==> config.mk <==
export PLATFORM = sky130hd
export DESIGN_NAME = ula_seq
export DESIGN_NICKNAME = d
export VERILOG_FILES = /design/src/rtl/ula_seq.sv
export SDC_FILE = /design/constraint.sdc
export NUM_CORES = 1
export LEC_CHECK = 0
export ABC_AREA = 1
export CORE_MARGIN = 2
export CORE_UTILIZATION = 55
export DETAILED_ROUTE_END_ITERATION = 10
export PLACE_DENSITY = 0.85
export RECOVER_POWER = 25
export SYNTH_ARGS = -nofsm -noshare
export SYNTH_HDL_FRONTEND = slang
export SYNTH_SLANG_ARGS = --single-unit
==> constraint.sdc <==
create_clock -name clock -period 6.04 [get_ports clock]
set_input_delay 1.208 -clock clock [delete_from_list [all_inputs] [get_ports clock]]
set_output_delay 1.208 -clock clock [all_outputs]
set_load 0.02 [all_outputs]
==> src/rtl/ula_seq.sv <==
// ula_seq: multi-cycle ALU with a start/busy/done handshake and registered result and flags.
// The optional iterative multiplier is built only when ULA_MUL_EN is defined.
// Without it, opcode 011 behaves as reserved: result 0, carry 0, single cycle.
//
// Handshake: `start` is sampled on a rising edge only while busy=0. That edge captures
// OpSelect/A/Ry. `busy` stays high until the result is written. `done` pulses for one
// cycle with result/flags valid. `start` may be high in the done cycle to chain ops.
module ula_seq #(
  parameter int WIDTH = 16,
  parameter int SHW   = 4
) (
  input  logic             clock,
  input  logic             reset,
  input  logic             start,
  input  logic [2:0]       OpSelect,
  input  logic [WIDTH-1:0] A,
  input  logic [WIDTH-1:0] Ry,
  output logic             busy,
  output logic             done,
  output logic [WIDTH-1:0] result,
  output logic             zero,
  output logic             negative,
  output logic             carry,
  output logic [1:0]       state_dbg
);

  localparam int CW = SHW + 1;

  typedef enum logic [1:0] {IDLE = 2'd0, EXEC = 2'd1, DONE = 2'd2} state_t;

  state_t           state, state_nx;
  logic [2:0]       op_r;
  logic [WIDTH-1:0] a_r, b_r;
  logic [CW-1:0]    cnt;
  logic [CW-1:0]    steps;
  logic [SHW-1:0]   shamt;
  logic             multi;
  logic             accept;
  logic [WIDTH-1:0] res_c;
  logic             cy_c;
`ifdef ULA_MUL_EN
  logic [2*WIDTH-1:0] prod;
  logic [WIDTH:0]     hi_sum;
`endif

  assign shamt     = Ry[SHW-1:0];
  assign accept    = start && (state == IDLE);
  assign busy      = (state != IDLE);
  assign state_dbg = state;

  // Decide whether the requested op needs iteration, and how many steps it needs.
  always_comb begin
    multi = 1'b0;
    steps = '0;
    case (OpSelect)
`ifdef ULA_MUL_EN
      3'b011: begin
        multi = 1'b1;
        steps = CW'(WIDTH);
      end
`endif
      3'b101, 3'b110: begin
        multi = (shamt != '0);
        steps = {1'b0, shamt};
      end
      default: begin
        multi = 1'b0;
        steps = '0;
      end
    endcase
  end

  // State register.
  always_ff @(posedge clock or posedge reset) begin
    if (reset) state <= IDLE;
    else       state <= state_nx;
  end

  // Next-state logic. DONE is the write-back cycle; the done pulse follows it.
  always_comb begin
    state_nx = state;
    case (state)
      IDLE:    if (start) state_nx = multi ? EXEC : DONE;
      EXEC:    if (cnt == CW'(1)) state_nx = DONE;
      DONE:    state_nx = IDLE;
      default: state_nx = IDLE;
    endcase
  end

`ifdef ULA_MUL_EN
  // One shift-add step: add the multiplicand to the high half when the current multiplier bit is set.
  assign hi_sum = {1'b0, prod[2*WIDTH-1:WIDTH]} + (prod[0] ? {1'b0, a_r} : '0);
`endif

  // Final result and carry from the captured operands or the iteration registers.
  always_comb begin
    res_c = '0;
    cy_c  = 1'b0;
    case (op_r)
      3'b000:         {cy_c, res_c} = {1'b0, a_r} + {1'b0, b_r};
      3'b001:         {cy_c, res_c} = {1'b0, a_r} - {1'b0, b_r};
      3'b010:         res_c = ~(a_r & b_r);
`ifdef ULA_MUL_EN
      3'b011: begin
        res_c = prod[WIDTH-1:0];
        cy_c  = |prod[2*WIDTH-1:WIDTH];
      end
`endif
      3'b100:         res_c = a_r;
      3'b101, 3'b110: res_c = a_r;
      default: begin
        res_c = '0;
        cy_c  = 1'b0;
      end
    endcase
  end

  // Operand capture, per-step iteration, and registered result/flags at write-back.
  always_ff @(posedge clock or posedge reset) begin
    if (reset) begin
      op_r     <= '0;
      a_r      <= '0;
      b_r      <= '0;
      cnt      <= '0;
      done     <= 1'b0;
      result   <= '0;
      zero     <= 1'b1;
      negative <= 1'b0;
      carry    <= 1'b0;
`ifdef ULA_MUL_EN
      prod     <= '0;
`endif
    end else begin
      done <= 1'b0;
      if (accept) begin
        op_r <= OpSelect;
        a_r  <= A;
        b_r  <= Ry;
        cnt  <= steps;
`ifdef ULA_MUL_EN
        prod <= {{WIDTH{1'b0}}, Ry};
`endif
      end
      if (state == EXEC) begin
        cnt <= cnt - CW'(1);
        case (op_r)
          3'b101:  a_r <= a_r << 1;
          3'b110:  a_r <= a_r >> 1;
`ifdef ULA_MUL_EN
          3'b011:  prod <= {hi_sum, prod[WIDTH-1:1]};
`endif
          default: a_r <= a_r;
        endcase
      end
      if (state == DONE) begin
        result   <= res_c;
        zero     <= (res_c == '0);
        negative <= res_c[WIDTH-1];
        carry    <= cy_c;
        done     <= 1'b1;
      end
    end
  end

endmodule

* Yosys cells after proc, flatten, opt, wreduce, memory -nomap -nowiden
Cells that the tools add are included.
Widths: inputs -> output; s select.
** Storage, ports and cells
- Bits in registers :: 62
- Bits of input ports :: 38
- Output and inout bits :: 23
- Logic and storage cells :: 53
** Cells by class
- Add/sub/neg operators :: 3
- Equality and inequality tests :: 13
- Multiplexer cells :: 14
- Bitwise logic cells :: 2
- Reduce and logical (&&, ||, !) cells :: 11
** Operators with widths (number)
- $pmux 16 s4 :: 1
- $mux 16 :: 2
- $pmux 16 s2 :: 1
- $add 16x16->17 :: 1
- $sub 16x16->17 :: 1
- $and 16x16->16 :: 1
- $logic_not 16->1 :: 1
- $not 16->16 :: 1
- $eq 3x3->1 const B :: 5
- $mux 5 :: 2
- $mux 2 :: 3
- $eq 5x1->1 const B :: 1
- $sub 5x1->5 const B :: 1
- $mux 4 :: 1
- $ne 2x2->1 const B :: 2
- $pmux 2 s2 :: 1
- $reduce_and 2->1 :: 2
- $reduce_bool 2->1 :: 2
- $reduce_bool 4->1 :: 1
- $eq 3x1->1 const B :: 1
- $eq 3x2->1 const B :: 1
- $logic_not 3->1 :: 1
- $ne 3x1->1 const B :: 1
- $reduce_or 3->1 :: 1
- 7 further kinds :: 8

* Longest topological paths before layout
- Depth in word-level cells :: 6
- Mapped depth :: 18
- Depth with buffers taken out :: 17

* Worst setup path before layout
OpenSTA, ideal clock, no wires.
- Kind :: register to register
- Start point :: register a_r[0]
- End point :: register zero
- Setup time :: 60 ps
- Data arrival time :: 1950 ps
- Data required time :: 5980 ps
- Path slack :: 4030 ps
- Stages on the path, launching flop included :: 17
- Path buffers :: 0
- Clock period less this slack :: 2010 ps
- Cell sequence :: dfrtp_1 inv_1 ha_1 fa_1 inv_1 nand3_1 nand2_1 nand2_1 nand2_1 nand2_1 nand2_1 nand2_1 nand3_1 nand3_1 nor2_1 nand4_1 nand2_1
** On the way
- Longest elaborated chain between the ends :: 4
- Elaborated cells on any way between the ends :: 6
- Those cells by class :: add/sub (2); mux (1); bitwise (2); reduce/logical (1)
** Ends and longest elaborated chain
- start: declaration :: line 33 : logic [WIDTH-1:0] a_r, b_r;
- start signal: assignment :: line 147 : 3'b101: a_r <= a_r << 1;
- start signal: assignment :: line 148 : 3'b110: a_r <= a_r >> 1;
- start signal: assignment :: line 152 : default: a_r <= a_r;
- branches (longest 2 deep; another with $sub 16x16->17)
- $pmux 16 s4 (*) :: line 99 : case (op_r)
- $logic_not 16->1 (*) :: line 157 : zero <= (res_c == '0);
- end signal: assignment :: line 157
- end: declaration :: line 21 : output logic zero,
Mark *: on every way between the ends.
A chain may end at the register's enable or synchronous reset.

* Worst setup path after layout
- Start point :: input port start
- End point :: register cnt[3]
** On the way
- Longest elaborated chain between the ends :: 2
** Ends and longest elaborated chain
- start: declaration :: line 14 : input logic start,
- $logic_and 1x1->1 :: line 47 : assign accept = start && (state == IDLE);
- $reduce_bool 2->1 (no line)
- end signal: assignment :: line 139 : cnt <= steps;
- end signal: assignment :: line 145 : cnt <= cnt - CW'(1);
- end: declaration :: line 34 : logic [CW-1:0] cnt;
No other way between the ends.

==> impl_metrics.toml <==
[clock_tree]
insertion_delay_ns = 0.35
holdBufCountCts = 0
post-cts-setup-buffer-count = 0
cts_made_buffers = 9
clk_path_buf_depth = 2
ctsResizeCount = 0
htreeDepth = 3
clock_sinks = 61
cts_tree = "yes"
path_clk_slew_ns = 0.08
cts-root-buf = "clkbuf_8"

[place]
gp_congestion = 0.990
hpwl_um = 11900
io_buffers = 60

[synthesis]
syn_area_um2 = 5210
ys_ff_latch = 61
post_synth_mux_area_share = 0
yosys_warnings = 0
synth_top_flop_cell = "dfrtp_1"
synth_top_area_frac = 0.288
synth_top_family_by_area = "simple AND/OR/NAND/NOR gates"
synth_edf_count = 0
synthSimpleGateAreaFrac = 0.337
synth.area.top_cells = "dfrtp_1, nand2_1, inv_1, ha_1, nand3_1"
syn_inst = 797
synth.most_common_cell = "nand2_1"
synth_fp_nets = 872
synth-compound-area-share = 0.143
synth.distinct_cells = 38
synth_common_cells = "nand2_1, inv_1, nand3_1"
synthArstFlopShare = 1.00
synth_fa_ha_area_frac = 0.0918
synth-seq-area-share = 0.293
synth_top_area_cell = "dfrtp_1"
synth_xor_area_frac = 0.00336
syn_avg_cell_area_um2 = 6.54

[floorplanning]
pin_count = 61
die_h_um = 101
dieArea_um2 = 10300
initial_utilization = 0.566
die-width_um = 101
coreArea_um2 = 9200
rows = 35

[finish]
seq_area_um2 = 1530
nets = 914
fillers = 834
antennaDiodeCount = 0
drive_above_1_share = 0.0616
multiInputGateArea_um2 = 2990
areaGrowthSynthToFinish_pct = 14.8

[critical_path]
cp.required_ns = 6.27
cp_slowest_cell = "inv_1"
crit_chain = "clkdlybuf4s50_1, nand2_1, inv_1, nor2_1, inv_1, o211ai_1, o21ai_0"
crit_path_end_kind = "register"
cp_slowest_stage_delay_ns = 0.67
cp_top_family = "buffers and inverters"
critPathLaunchType = "primary input"
path_max_fanout = 34
crit_type = "primary input to register"
cp.arrival_ns = 3.54
cp_num_buf_inv = 3
critPathMostFrequentCell = "inv_1"

[sta]
finalMaxSlewViolations = 0
hold_violations = 0
worst_pin_slew_ns = 1.02
skew_ns = 0.0106
tns_ns = 0
fmax_mhz = 303
whs_ns = 0.486
rsz0062_at_grt = "false"
fin_crit_ns = 3.31
maxSlewHeadroom = 0.319
finalCritPeriodShare = 0.547
setup_viol = 0

[grt]
track_usage = 0.316
grt_pass1_vias = 5184
grt_max_degree = 62
antenna_found_initial = 0
grt-ovfl-total = 0
grt_first_pass_wirelength_um = 25200

[outcome]
outcome = "finished clean"

[run]
maxCapViolCount = 0

[routing]
detailroute.via_count = 5439
drt_iter0_markers = 447
routed_wl_um = 15400
first_pass_iters = 6
wl_per_cell_um = 16.1
via_per_inst = 5.70
antenna_left = 0
drc = 0

[hold_path]
min_path_type = "register to register"
## worst reg2reg max path, stage by stage (launching register included)
cell	delay (ns)
dfrtp_1	0.50
inv_1	0.08
nor2_1	0.77
inv_1	0.57
nor2_1	0.33
nand2_1	0.08
nor2_1	0.11
nand2_1	0.06
nor2_1	0.10
nand2_1	0.06
nor2_1	0.08
nand4_1	0.09
nand2_1	0.08
## layout make-up
cell class | count | area share
multi-input cells | 575 | 0.499
flip-flops and latches | 61 | 0.255
repair buffers | 61 | 0.102
inverters | 131 | 0.0822
well taps | 111 | 0.0232
clock buffers | 9 | 0.0207
clock inverters | 7 | 0.0174
## cell usage in the layout (no fill, tap or decap), types with 3 or more instances in the layout
master,synthesis,final
clkdlybuf4s50_1,0,59
inv_2,7,7
o22ai_1,14,14
ha_1,35,35
a22oi_1,14,14
a21oi_1,21,21
nand3_1,76,76
a21oi_2,4,4
nand2_1,232,232
o21ai_1,10,10
inv_1,124,123
a31oi_1,5,5
nor2_2,5,5
o21ai_0,51,51
dfrtp_1,60,60
nand3_2,3,3
clkbuf_8,1,9
nor3_1,3,3
nand4_1,10,10
inv_6,0,4
nand2_2,9,9
nor2_1,64,65
## flip-flops by register name (all words and copies together), names as in the netlist, 2 cells and up
name / count
state_dbg: 2
cnt: 5
op_r: 3
b_r: 16
a_r: 16
result: 16
## per-layer routing
layer  share of wire  global-route usage  routed length, µm
met1            0.43               0.432               6580
met4           0.025              0.0946                382
met2            0.46               0.519               7060
met5               0                   0                  0
met3           0.088              0.0483               1360
## kinds of logic (layout without fill, tap and decap cells)
kind of cell | Yosys count | after routing
AO/OA/AOI/OAI | 127 | 127
buffers and inverters | 161 | 208
AND/OR/NAND/NOR | 409 | 409
flip-flops | 61 | 61
XOR/XNOR | 2 | 2
adder cells (fa/ha/maj) | 37 | 37
## stage by stage
stage          instance area [µm²]  worst slack, ns  utilization  cells
2_1_floorplan                 5210             3.32            -    797
3_3_place_gp                  5760             2.55        0.626    939
3_5_place_dp                  5760             2.45        0.626    939
4_1_cts                       5990             2.82        0.651    955
5_1_grt                       5980             2.55        0.650    955
6_report                      5980             2.73        0.650    955
## final timing paths
kind / depth (start not counted) / from / slack (ns) / endpoint
min in group asynchronous: 3 / reset / 1.52 / done
min: 2 / result[14] / 0.49 / result[14]
min reg2reg: 2 / result[14] / 0.49 / result[14]
max in group asynchronous: 3 / reset / 4.01 / b_r[0]
max reg2reg: 12 / state_dbg[1] / 3.07 / zero
max: 7 / start / 2.73 / cnt[3]
Power is left out: the tool's default activity adds up to more than one toggle a clock period on the data nets, which glitch-free logic cannot reach.
